==> src/rtl/commit_retire_ctrl_pkg.sv <==
// Shared constants and types for the commit queue. The done-port order is
// the same one alu_ctrl uses.
package commit_retire_ctrl_pkg;
    localparam int NCOMMIT  = 32;
    localparam int LNCOMMIT = $clog2(NCOMMIT);
    localparam int NALLOC   = 4;
    localparam int NDONE    = 6;
    localparam int NRETIRE  = 4;
    localparam int ACW      = $clog2(NALLOC + 1);
    localparam int RCW      = $clog2(NRETIRE + 1);

    typedef logic [LNCOMMIT-1:0] cidx_t;
    typedef logic [LNCOMMIT:0]   ccount_t;

    typedef enum logic [2:0] {
        DONE_ALU0  = 3'd0,
        DONE_ALU1  = 3'd1,
        DONE_SHIFT = 3'd2,
        DONE_MUL   = 3'd3,
        DONE_LOAD0 = 3'd4,
        DONE_LOAD1 = 3'd5
    } done_port_e;

    // Wraps naturally because NCOMMIT is a power of two.
    function automatic cidx_t idx_add(cidx_t base, int off);
        return cidx_t'(base + cidx_t'(off));
    endfunction
endpackage

==> src/rtl/commit_retire_ctrl_if.sv <==
// Renamer / functional-unit / retire-side signals of the commit queue.
// The master side drives requests; the controller is the slave.
interface commit_retire_ctrl_if;
    import commit_retire_ctrl_pkg::*;

    logic [ACW-1:0]            alloc_count;
    logic                      alloc_ready;
    cidx_t                     alloc_base;
    logic [NDONE-1:0]          done_valid;
    logic [NDONE*LNCOMMIT-1:0] done_addr;
    logic                      kill_valid;
    cidx_t                     kill_addr;
    logic                      retire_stall;
    logic [RCW-1:0]            retire_count;
    logic [NCOMMIT-1:0]        retire_mask;
    cidx_t                     commit_head;
    logic                      commit_empty;

    modport master (
        output alloc_count, done_valid, done_addr, kill_valid, kill_addr, retire_stall,
        input  alloc_ready, alloc_base, retire_count, retire_mask, commit_head, commit_empty
    );

    modport slave (
        input  alloc_count, done_valid, done_addr, kill_valid, kill_addr, retire_stall,
        output alloc_ready, alloc_base, retire_count, retire_mask, commit_head, commit_empty
    );
endinterface

==> src/rtl/commit_retire_ctrl_rot.sv <==
// Rotates a vector right so that bit `shift` lands at bit 0 (head-relative view).
module rot #(
    parameter int WIDTH = 32,
    parameter int SHW   = $clog2(WIDTH)
) (
    input  logic [WIDTH-1:0] din,
    input  logic [SHW-1:0]   shift,
    output logic [WIDTH-1:0] dout
);
    always_comb begin
        for (int i = 0; i < WIDTH; i++)
            dout[i] = din[SHW'(SHW'(i) + shift)];
    end
endmodule

==> src/rtl/commit_retire_ctrl.sv <==
// In-order completion, retirement and kill-rewind for the circular commit queue.
// head is also the age-ordering rotation base exported to the scheduler.
module commit_retire_ctrl
    import commit_retire_ctrl_pkg::*;
(
    input  logic                clk,
    input  logic                reset,
    commit_retire_ctrl_if.slave bus
);
    cidx_t              head, tail;
    ccount_t            count;
    logic [NCOMMIT-1:0] valid, done;

    logic [NCOMMIT-1:0] retirable, ready_rot;
    logic [RCW-1:0]     rcount;
    logic [NCOMMIT-1:0] rmask;
    logic               run;
    logic [ACW-1:0]     alloc_acc;
    cidx_t              head_next, tail_next, kill_span;
    ccount_t            count_next;
    logic [NCOMMIT-1:0] valid_next, done_next;

    assign retirable = valid & done;

    rot #(.WIDTH(NCOMMIT), .SHW(LNCOMMIT)) u_rot (
        .din  (retirable),
        .shift(head),
        .dout (ready_rot)
    );

    // Leading-ones count from the head, capped at NRETIRE.
    always_comb begin
        // NOTE: every always_comb output gets a default first so no latch is inferred.
        rcount = '0;
        run    = 1'b1;
        for (int i = 0; i < NRETIRE; i++) begin
            run = run & ready_rot[i];
            if (run) rcount = rcount + RCW'(1);
        end
        if (bus.retire_stall) rcount = '0;
        rmask = '0;
        for (int i = 0; i < NRETIRE; i++)
            if (i < int'(rcount)) rmask[idx_add(head, i)] = 1'b1;
    end

    assign bus.retire_count = rcount;
    assign bus.retire_mask  = rmask;
    assign bus.commit_head  = head;
    assign bus.alloc_base   = tail;
    assign bus.commit_empty = (count == '0);
    assign bus.alloc_ready  = (count <= ccount_t'(NCOMMIT - NALLOC));

    always_comb begin
        alloc_acc  = (bus.alloc_ready && !bus.kill_valid) ? bus.alloc_count : '0;
        head_next  = cidx_t'(head + cidx_t'(rcount));
        kill_span  = cidx_t'(tail - bus.kill_addr - cidx_t'(1));
        valid_next = valid;
        done_next  = done;

        // Reports to entries that are no longer valid are dropped.
        for (int k = 0; k < NDONE; k++)
            if (bus.done_valid[k] && valid[bus.done_addr[k*LNCOMMIT +: LNCOMMIT]])
                done_next[bus.done_addr[k*LNCOMMIT +: LNCOMMIT]] = 1'b1;

        valid_next = valid_next & ~rmask;
        done_next  = done_next & ~rmask;

        if (bus.kill_valid) begin
            // Entries younger than kill_addr, up to tail-1, are squashed.
            for (int i = 0; i < NCOMMIT; i++)
                if (cidx_t'(cidx_t'(i) - bus.kill_addr - cidx_t'(1)) < kill_span) begin
                    valid_next[i] = 1'b0;
                    done_next[i]  = 1'b0;
                end
            tail_next  = cidx_t'(bus.kill_addr + cidx_t'(1));
            count_next = {1'b0, cidx_t'(bus.kill_addr - head_next + cidx_t'(1))};
        end else begin
            for (int i = 0; i < NALLOC; i++)
                if (i < int'(alloc_acc)) begin
                    valid_next[idx_add(tail, i)] = 1'b1;
                    done_next[idx_add(tail, i)]  = 1'b0;
                end
            tail_next  = cidx_t'(tail + cidx_t'(alloc_acc));
            count_next = ccount_t'(count + ccount_t'(alloc_acc) - ccount_t'(rcount));
        end
    end

    // NOTE: valid/done are flops rather than a RAM and must be reset, since they define occupancy.
    always_ff @(posedge clk) begin
        if (reset) begin
            head  <= '0;
            tail  <= '0;
            count <= '0;
            valid <= '0;
            done  <= '0;
        end else begin
            head  <= head_next;
            tail  <= tail_next;
            count <= count_next;
            valid <= valid_next;
            done  <= done_next;
        end
    end
endmodule
==> src/flat_wrapper.sv <==
// flat-port wrapper written by rule: the top's interface ports become plain ports
module commit_retire_ctrl_flat import commit_retire_ctrl_pkg::*;
  (clk, reset, bus_alloc_count, bus_done_valid, bus_done_addr, bus_kill_valid, bus_kill_addr, bus_retire_stall, bus_alloc_ready, bus_alloc_base, bus_retire_count, bus_retire_mask, bus_commit_head, bus_commit_empty);
  commit_retire_ctrl_if bus_i ();
  input  logic clk;
  input  logic reset;
  input wire logic [$bits(bus_i.alloc_count)-1:0] bus_alloc_count;
  input wire logic [$bits(bus_i.done_valid)-1:0] bus_done_valid;
  input wire logic [$bits(bus_i.done_addr)-1:0] bus_done_addr;
  input wire logic [$bits(bus_i.kill_valid)-1:0] bus_kill_valid;
  input wire logic [$bits(bus_i.kill_addr)-1:0] bus_kill_addr;
  input wire logic [$bits(bus_i.retire_stall)-1:0] bus_retire_stall;
  output wire logic [$bits(bus_i.alloc_ready)-1:0] bus_alloc_ready;
  output wire logic [$bits(bus_i.alloc_base)-1:0] bus_alloc_base;
  output wire logic [$bits(bus_i.retire_count)-1:0] bus_retire_count;
  output wire logic [$bits(bus_i.retire_mask)-1:0] bus_retire_mask;
  output wire logic [$bits(bus_i.commit_head)-1:0] bus_commit_head;
  output wire logic [$bits(bus_i.commit_empty)-1:0] bus_commit_empty;
  assign bus_i.alloc_count = bus_alloc_count;
  assign bus_i.done_valid = bus_done_valid;
  assign bus_i.done_addr = bus_done_addr;
  assign bus_i.kill_valid = bus_kill_valid;
  assign bus_i.kill_addr = bus_kill_addr;
  assign bus_i.retire_stall = bus_retire_stall;
  assign bus_alloc_ready = bus_i.alloc_ready;
  assign bus_alloc_base = bus_i.alloc_base;
  assign bus_retire_count = bus_i.retire_count;
  assign bus_retire_mask = bus_i.retire_mask;
  assign bus_commit_head = bus_i.commit_head;
  assign bus_commit_empty = bus_i.commit_empty;
  commit_retire_ctrl u_core (.clk(clk), .reset(reset), .bus(bus_i));
endmodule
==> config.mk <==
export PLATFORM = sky130hd
export DESIGN_NAME = commit_retire_ctrl_flat
export DESIGN_NICKNAME = d
export VERILOG_FILES = /design/src/rtl/commit_retire_ctrl_pkg.sv /design/src/rtl/commit_retire_ctrl_if.sv /design/src/rtl/commit_retire_ctrl_rot.sv /design/src/rtl/commit_retire_ctrl.sv /design/src/flat_wrapper.sv
export SDC_FILE = /design/constraint.sdc
export NUM_CORES = 1
export LEC_CHECK = 0
export BUFFER_PORTS_ARGS = -buffer_cell sky130_fd_sc_hd__buf_2
export CAP_MARGIN = 20
export CORE_UTILIZATION = 45
export CTS_CLUSTER_DIAMETER = 80
export DETAILED_ROUTE_END_ITERATION = 16
export PLACE_DENSITY_LB_ADDON = 0.3
export REMOVE_ABC_BUFFERS = 1
export SLEW_MARGIN = 20
export SYNTH_ARGS = -nofsm -noshare
export SYNTH_HDL_FRONTEND = slang
export SYNTH_SLANG_ARGS = --single-unit
==> constraint.sdc <==
create_clock -name clk -period 10 [get_ports clk]
set_input_delay 3 -clock clk [delete_from_list [all_inputs] [get_ports clk]]
set_output_delay 3 -clock clk [all_outputs]
set_load 0.03 [all_outputs]
# Word level (Yosys, flattened, before mapping)
# Cells that the tools add are included.
op_classes:
  addsub: 82
  n_lt_le_gt_ge: 69
  muxes: 146
  n_bitwise: 28
  n_reduce_logical: 24
op_table:
  columns: ["cell", "n"]
  rows:
  - ["32-bit 2-to-1 mux", 26]
  - ["32-bit OR", 13]
  - ["32-bit bitwise AND", 7]
  - ["5-bit by 1-bit subtractor with 5-bit output, second input constant", 33]
  - ["5-bit < comparator", 32]
  - ["32-bit inverter", 5]
  - ["1-bit 2-to-1 mux", 89]
  - ["5-bit by 6-bit < comparator with 1-bit output, second input constant", 14]
  - ["5-bit subtractor, first input constant", 16]
  - ["1-bit demux with 5-bit select", 14]
  - ["5-bit by 1-bit >= comparator with 1-bit output, second input constant", 14]
  - ["1-bit binary-select mux with 5-bit select", 10]
  - ["4-bit by 5-bit subtractor with 5-bit output, first input constant", 8]
  - ["1-bit logical AND", 21]
  - ["5-bit by 1-bit adder with 5-bit output, second input constant", 4]
  - ["5-bit by 2-bit adder with 5-bit output, second input constant", 4]
  - ["3-bit by 5-bit subtractor with 5-bit output, first input constant", 4]
  - ["3-bit 2-to-1 mux", 5]
  - ["1-bit by 3-bit < comparator with 1-bit output, first input constant", 4]
  - ["2-bit by 3-bit < comparator with 1-bit output, first input constant", 4]
  - ["5-bit by 3-bit adder with 5-bit output", 2]
  - ["5-bit 2-to-1 mux", 2]
  - ["1-bit by 5-bit subtractor with 5-bit output, first input constant", 2]
  - ["2-bit by 5-bit subtractor with 5-bit output, first input constant", 2]
  - ["other kinds (9)", 14]
word_totals:
  reg_bits: 80
  in_bits: 48
  out_inout_bits: 47
  word_cells: 355

# Logic depth before layout (Yosys ltp)
# Gate-level depths: netlist (run 1).
logic_depth:
  word_depth: 33
  depth_mapped: 27
  mapped_depth_nobuf: 23

# Hierarchy
# A second synthesis (run 1) with hierarchy kept.
hier_totals:
  hier_cells: 2026
  hier_area_um2: 15593.7
modules_own_cells:
  columns: ["mod", "instances", "cells_per_inst", "area_each_um2", "seq_area_each_um2"]
  rows:
  - ["commit_retire_ctrl", 1, 1648, 12544.5, 1601.5]
  - ["rot", 1, 378, 3049.2, 0.0]

# Worst setup path after synthesis (run 1)
# Ideal clock, no wire load.
synth_path:
  kind: "register to output"
  start: "reg u_core.head[1] (netlist: u_core.bus.commit_head[1])"
  end: "out bus_retire_mask[0]"
  t_arrival_ps: 4929
  required_ps: 7000
  path_slack_ps: 2071
  path_stages_with_launch: 18
  n_path_buf: 5
  path_cell_list: "dfxtp_1 inv_1 clkbuf_1 ha_1 and2_1 nand4_1 nand2_1 a2111oi_2 and2_1 buf_4 clkbuf_1 buf_2 nor2_1 nor2_1 ha_1 nor4_4 clkbuf_1 o311ai_0"
synth_via:
  elab_chain_cells: 18
  elab_cells_between_ends: 53
  classes_between: "add/sub: 6; order compare: 12; mux: 25; bitwise: 6; reduce/logical: 4"
synth_rtl:
  columns: ["item", "line_no", "rtl"]
  rows:
  - ["from (decl)", "commit_retire_ctrl.sv:10", "cidx_t head, tail;"]
  - ["from (signal assigned)", "commit_retire_ctrl.sv:97", "head <= head_next;"]
  - ["5-bit by 1-bit adder with 5-bit output / 1-bit binary-select mux with 5-bit select (equally long branches)", "commit_retire_ctrl_pkg.sv:26, commit_retire_ctrl_rot.sv:12", null]
  - ["1-bit binary-select mux with 5-bit select / 1-bit 2-to-1 mux (equally long branches)", "commit_retire_ctrl_rot.sv:12", "dout[i] = din[SHW'(SHW'(i) + shift)];"]
  - ["1-bit 2-to-1 mux (on tied branches)", "commit_retire_ctrl_rot.sv:12, commit_retire_ctrl.sv:38", null]
  - ["1-bit bitwise AND / 3-bit by 1-bit adder with 3-bit output (equally long branches)", "commit_retire_ctrl.sv:37, commit_retire_ctrl.sv:38", null]
  - ["3-bit 2-to-1 mux", "commit_retire_ctrl.sv:38", "if (run) rcount = rcount + RCW'(1);"]
  - ["3-bit by 1-bit adder with 3-bit output", "commit_retire_ctrl.sv:38", null]
  - ["3-bit 2-to-1 mux", "commit_retire_ctrl.sv:38", null]
  - ["3-bit by 1-bit adder with 3-bit output", "commit_retire_ctrl.sv:38", null]
  - ["[2 not listed]", null, null]
  - ["1-bit by 3-bit < comparator with 1-bit output", "commit_retire_ctrl.sv:43", "if (i < int'(rcount)) rmask[idx_add(head, i)] = 1'b1;"]
  - ["32-bit 2-to-1 mux", "commit_retire_ctrl.sv:43", null]
  - ["32-bit OR (no source line)", null, null]
  - ["32-bit 2-to-1 mux", "commit_retire_ctrl.sv:43", null]
  - ["32-bit OR (no source line)", null, null]
  - ["32-bit 2-to-1 mux", "commit_retire_ctrl.sv:43", null]
  - ["32-bit OR (no source line)", null, null]
  - ["32-bit 2-to-1 mux (*)", "commit_retire_ctrl.sv:43", null]
  - ["to (decl)", "flat_wrapper.sv:16", "output wire logic [$bits(bus_i.retire_mask)-1:0] bus_retire_mask;"]
# Mark *: on every way between the ends. The rest lies on a longest branch, timed or not. The select of a mux whose other input is x is not followed.

# Final worst setup path (run 1)
layout_path:
  start: "reg u_core.head[1] (netlist: u_core.bus.commit_head[1])"
  end: "out bus_retire_mask[26]"
# The elaborated chain is that of the path after synthesis.

==> flow_summary.json, run 1 <==
{
  "status": "complete, no violations",
  "die-height_um": 173,
  "ys_top_cells_by_area": "dfxtp_1 (12%), ha_1 (10%), mux4_2 (9.9%)",
  "coreArea_um2": 28800,
  "gp_congestion": 1.03,
  "worstPathArrival_ns": 6.19,
  "endpoint_kind": "output pin",
  "numClockSinks": 80,
  "track_usage_pct": 42.3,
  "clockBufferDepth": 2,
  "utilization_pct": 49.3,
  "synth_area_per_cell_um2": 7.50,
  "rsz0062_at_grt": "false",
  "hold_slack_ns": 0.613,
  "die_x_um": 173,
  "num-nets-final": 1939,
  "drv_slew": 0,
  "crit_type": "reg -> out",
  "dr_total_vias": 15473,
  "ys_ff_latch": 80,
  "crit_family": "compound AO/OA/AOI/OAI gates",
  "synthArstFlopShare_pct": 0,
  "worstHoldStart": "u_core.valid[0]",
  "drt-pass1-iter-count": 7,
  "worstReg2RegStart": "u_core.bus.commit_head[1]",
  "clk_latency_ns": 0.36,
  "fmax_ghz": 0.109,
  "period_share_pct": 91.9,
  "ant_nets": 0,
  "cts_root_buf": "clkbuf_16",
  "max_stage_delay_ns": 0.80,
  "ir_drop_mv": 0.117,
  "slew_headroom_pct": 21.3,
  "critPathLaunchType": "register",
  "cap_violations": 0,
  "antenna_found_initial": 0,
  "yosysWarningCount": 0,
  "hp-class": "reg -> reg",
  "start_util_pct": 45.9,
  "fin_tns_setup_ns": 0,
  "worstPathCellList": "buf_4 > inv_1 > ha_1 > inv_1 > o2111ai_1 > nand4_1 > o22ai_1 > nor2_1 > nor2_1 > nor2_1 > ha_1 > nor4_4 > buf_4 > nor4b_1 > a2bb2o_1 > a221oi_1 > inv_1 > buf_2",
  "cp_data_required_time_ns": 7.00,
  "skew_ns": 0.0129,
  "grt_pass1_wl_mm": 94.2,
  "cts_setup_buffers": 0,
  "die_area_um2": 30000,
  "syn_area_um2": 13200,
  "crit_path_top_delay_cell": "a221oi_1",
  "cp_num_buf_inv": 6,
  "layout.cells.most_common": "nand2_1",
  "yosysUniqueCellTypes": 89,
  "numCtsBuffers": 9,
  "cts-resized-gates": 0,
  "rows": 62,
  "grt_pass1_vias": 14282,
  "ctsHtreeMaxLevel": 3,
  "synthFlopType": "dfxtp_1",
  "viasPerCell": 7.14,
  "synth_top_area_share_pct": 12.1,
  "hold_viol_final": 0,
  "port_buffers": 94,
  "cts_tree": "done",
  "wl_mm": 65.0,
  "leakage_nw": 5.59,
  "grt_max_degree": 77,
  "ys_seq_area_share_pct": 12.1,
  "final-setup-viol-count": 0,
  "area_growth_syn_to_layout_pct": 7.45,
  "synth_area_leader_cell": "dfxtp_1",
  "path_max_fanout": 27,
  "drive_gt1_share_pct": 13.8,
  "post_drt_wl_per_cell_um": 30.0,
  "clk_pin_slew_ns": 0.06,
  "dpl.hpwl_mm": 51.5,
  "antennaDiodeCount": 0,
  "drt_iter0_drc": 1933,
  "startpoint": "u_core.bus.commit_head[1]",
  "worst_pin_slew_ns": 1.18,
  "final_area_um2": 14200,
  "post_dp_cell_area_um2": 13900,
  "cts_hold_buf": 0,
  "syn_inst": 1759,
  "grt-ovfl-total": 0,
  "layout_common_cells": "nand2_1 (171), nor2_1 (147), inv_1 (112)",
  "ios": 95,
  "fin_crit_ns": 9.19,
  "synth_edf_count": 0,
  "drc": 0,
  "p_per_area_nw_per_um2": 94.9
}
-- synthesized netlist by cell type (all sizes together), types with 29 or more instances --
cell type / count
a21o: 29
a21oi: 48
a31oi: 44
buf: 52
clkbuf: 65
dfxtp: 80
ha: 107
inv: 115
mux4: 58
nand2: 171
nand2b: 34
nand3: 97
nand4: 49
nor2: 147
nor2b: 35
nor3: 48
o21ai: 60
o22ai: 43
xnor2: 40
-- path summary, 6_finish.rpt --
path / slack (ns) / cells past startpoint / endpoint
min: 0.61 / 2 / u_core.valid[0]
max reg2reg: 3.30 / 22 / u_core.count[4]
max: 0.81 / 18 / bus_retire_mask[26]
min reg2reg: 0.61 / 2 / u_core.valid[0]
-- stage by stage --
step                      cells  total power, mW  worst slack [ns]
after CTS                  2166             1.33              1.01
after detailed placement   2150            0.983              1.42
after global routing       2166             1.42             0.692
final                      2166             1.35             0.811
after global placement     2150            0.967              1.51
after floorplan            1642            0.779             0.906
-- tightest hold or removal path: cells and delay by family, from the launching register on --
family | cells | cell delay, ns
AOI/OAI and AO/OA | 1 | 0.06
buffers and inverters | 1 | 0.10
DFF | 1 | 0.41
-- layer usage --
metal,up-vias,global-route usage (%),wire (um)
met5,-,0,0
met4,0,24.1,4240
met3,219,10.8,7370
li1,6755,-,-
met1,7420,54.3,25700
met2,1079,64.3,27700
-- power by group --
group,switching [mW],internal [mW]
combinational,0.386,0.238
clock,0.153,0.201
sequential,0.0327,0.334
total,0.572,0.774
-- flip-flops by register name (all words and copies together) (netlist names) --
register	count
u_core.done	32
u_core.count	6
u_core.valid	32
u_core.bus.alloc_base	5
u_core.bus.commit_head	5
-- cells by family (layout without fill, tap and decap cells) --
logic type               after synthesis  after routing  synth area share (%)
AO/OA/AOI/OAI                        455            455                  25.1
buffers and inverters                233            256                  7.16
multiplexers                          65             65                  10.5
XOR/XNOR                              57             57                  3.84
AND/OR/NAND/NOR                      755            755                  30.1
flip-flops                            80             80                  12.1
adder cells (fa/ha/maj)              114            114                  11.2
-- final cells by class --
cell class / count / area, um^2
fillers: 2918 / 14600
well taps: 384 / 480
repair buffers: 124 / 696
clock inverters: 6 / 66.3
flip-flops and latches: 80 / 1600
multi-input cells: 1446 / 10700
clock buffers: 10 / 239
inverters: 116 / 435
Note: power is estimated with default switching activity, not from simulation.
==> run 2, diff against run 1 <==
--- a/config.mk
+++ b/config.mk
@@ -7,7 +7,7 @@
 export LEC_CHECK = 0
 export BUFFER_PORTS_ARGS = -buffer_cell sky130_fd_sc_hd__buf_2
 export CAP_MARGIN = 20
-export CORE_UTILIZATION = 45
+export CORE_UTILIZATION = 50
 export CTS_CLUSTER_DIAMETER = 80
 export DETAILED_ROUTE_END_ITERATION = 16
 export PLACE_DENSITY_LB_ADDON = 0.3
==> constraint.sdc (replaced) <==
create_clock -name clk -period 10 [get_ports clk]
set_input_delay 2 -clock clk [delete_from_list [all_inputs] [get_ports clk]]
set_output_delay 2 -clock clk [all_outputs]
set_load 0.03 [all_outputs]
==> run 2 against run 1 <==
Compared with the run above: sequential power increased by 1%; routed wire length decreased by 2.2%; first-iteration DRC count increased by 31%; via count increased by 0.79%; critical path depth decreased by 3; largest cell class unchanged.
==> flow_summary.json, run 2 (synthesized netlist as in run 1, its figures left out) <==
{
  "numClockSinks": 80,
  "track_usage_pct": 46.5,
  "start_util_pct": 50.8,
  "endpoint_kind": "output pin",
  "die-height_um": 164,
  "ir_drop_mv": 0.136,
  "seqPwrFrac_pct": 28.5,
  "layout.cells.most_common": "nand2_1",
  "grt_pass1_wl_mm": 91.2,
  "cts_setup_buffers": 0,
  "detailroute.wirelength.met2_mm": 26.7,
  "drv_slew": 0,
  "drt_iter0_drc": 2530,
  "clockBufferDepth": 2,
  "worst_pin_slew_ns": 1.26,
  "drc": 0,
  "die_area_um2": 27100,
  "skew_ns": 0.0182,
  "rows": 59,
  "num-nets-final": 1930,
  "path_max_fanout": 42,
  "ant_nets": 0,
  "reg2reg_to": "u_core.count[4]",
  "cap_violations": 0,
  "startpoint": "u_core.bus.commit_head[0]",
  "port_buffers": 94,
  "numCtsBuffers": 9,
  "fin_tns_setup_ns": 0,
  "slew_headroom_pct": 16.1,
  "hold_slack_ns": 0.593,
  "gp_congestion": 1.10,
  "p_sw_uw": 561,
  "die_x_um": 164,
  "dpl.hpwl_mm": 49.4,
  "critPathLaunchType": "register",
  "p_per_area_nw_per_um2": 92.8,
  "swShare_pct": 43.1,
  "hp-class": "reg -> reg",
  "cts_hold_buf": 0,
  "reg_top3": "u_core.done: 32 flops, u_core.valid: 32 flops, u_core.count: 6 flops",
  "cts-resized-gates": 0,
  "grt_max_degree": 53,
  "final-setup-viol-count": 0,
  "drive_gt1_share_pct": 13.4,
  "clk_pin_slew_ns": 0.07,
  "ios": 95,
  "drt-pass1-iter-count": 9,
  "viasPerCell": 7.39,
  "top_layer_used": "met5",
  "clk_latency_ns": 0.36,
  "cts_tree": "done",
  "status": "complete, no violations",
  "area_growth_syn_to_layout_pct": 6.27,
  "met3_length_mm": 8.70,
  "cts_root_buf": "clkbuf_16",
  "coreArea_um2": 26000,
  "fmax_ghz": 0.116,
  "grt_pass1_vias": 13827,
  "drt-met1-wl_mm": 23.6,
  "hold_viol_final": 0,
  "r2r_slack_ns": 2.96,
  "power.internal_uw": 741,
  "fin_crit_ns": 8.61,
  "worstPathArrival_ns": 6.61,
  "post_drt_wl_per_cell_um": 30.2,
  "worstReg2RegStart": "u_core.bus.commit_head[0]",
  "grt-ovfl-total": 0,
  "period_share_pct": 86.1,
  "cp_data_required_time_ns": 8.00,
  "layout_common_cells": "nand2_1 (171), nor2_1 (146), inv_1 (112)",
  "ctsHtreeMaxLevel": 3,
  "combPwrFrac_pct": 47.4,
  "rsz0062_at_grt": "false",
  "reg2regPathDepth": 21,
  "worstSetupEndpoint": "bus_retire_mask[14]",
  "wl_mm": 63.6,
  "fill_cells": 2553,
  "clockPowerShare_pct": 24.1,
  "dr_total_vias": 15596,
  "antenna_found_initial": 2,
  "leakage_nw": 5.50,
  "crit_type": "reg -> out"
}
-- run 2: cell count changes in the layout (fill, tap and decap cells not counted), sizes merged --
cell      before  now
buf          124  115
diode          0    1
clkbuf        10   12
clkinvlp       0    2
bufinv         1    0
clkinv         5    2
-- run 2: power groups by stage --
stage	clock (mW)	combinational, mW	sequential [mW]
final	0.314	0.618	0.371
after global routing	0.326	0.680	0.373
after CTS	0.311	0.606	0.368
after detailed placement	0	0.602	0.375
after global placement	0	0.583	0.374
after floorplan	0	0.411	0.368
-- run 2: layout make-up --
class                   count  area, um^2  share of cell area [%]
multi-input cells        1446       10700                    76.1
flip-flops and latches     80        1600                    11.4
repair buffers            115         628                    4.48
inverters                 116         435                    3.10
well taps                 335         419                    2.99
clock buffers              12         236                    1.69
clock inverters             4        28.8                   0.205
diodes                      1        2.50                  0.0178
-- run 2: how the worst min path moves through the flow --
| stage | from | slack, ns | to | cells past startpoint |
|---|---|---|---|---|
| 2_1_floorplan | u_core.valid[0] | 0.50 | u_core.valid[0] | 2 |
| 6_report | u_core.valid[0] | 0.59 | u_core.valid[0] | 2 |
| 3_5_place_dp | u_core.valid[0] | 0.57 | u_core.valid[0] | 2 |
| 3_3_place_gp | u_core.valid[0] | 0.56 | u_core.valid[0] | 2 |
| 5_1_grt | u_core.valid[0] | 0.60 | u_core.valid[0] | 2 |
| 4_1_cts | u_core.valid[0] | 0.58 | u_core.valid[0] | 2 |
-- run 2: per-layer routing --
| layer | vias up | GRT usage [%] |
|---|---|---|
| met5 | - | 0 |
| met4 | 2 | 27.6 |
| met3 | 275 | 14.9 |
| met2 | 1248 | 69.8 |
| met1 | 7334 | 58.1 |
| li1 | 6737 | - |
-- run 2: per-stage QoR --
stage / utilization (%) / area, um^2 / cells / setup slack [ns] / power, mW
floorplan: - / 12700 / 1642 / 1.91 / 0.779
global placement: 52.9 / 13800 / 2092 / 2.15 / 0.957
detailed placement: 52.9 / 13800 / 2092 / 2.05 / 0.978
CTS: 53.9 / 14000 / 2108 / 1.64 / 1.29
global route: 54.0 / 14000 / 2108 / 1.05 / 1.38
finish: 54.0 / 14000 / 2109 / 1.39 / 1.30
-- run 2: worst max-delay path, cell delays in order, from the launching register on --
cell and delay, ns:
dfxtp_2 0.82, ha_1 0.96, xor2_1 0.75, o2111ai_1 0.23
nand4_1 0.17, o22ai_1 0.15, o211ai_2 0.36, inv_1 0.08
ha_1 0.25, nor4_4 0.28, buf_4 0.26, nand3b_2 0.63
and3_1 0.51, a221oi_1 0.49, inv_1 0.08, buf_2 0.20
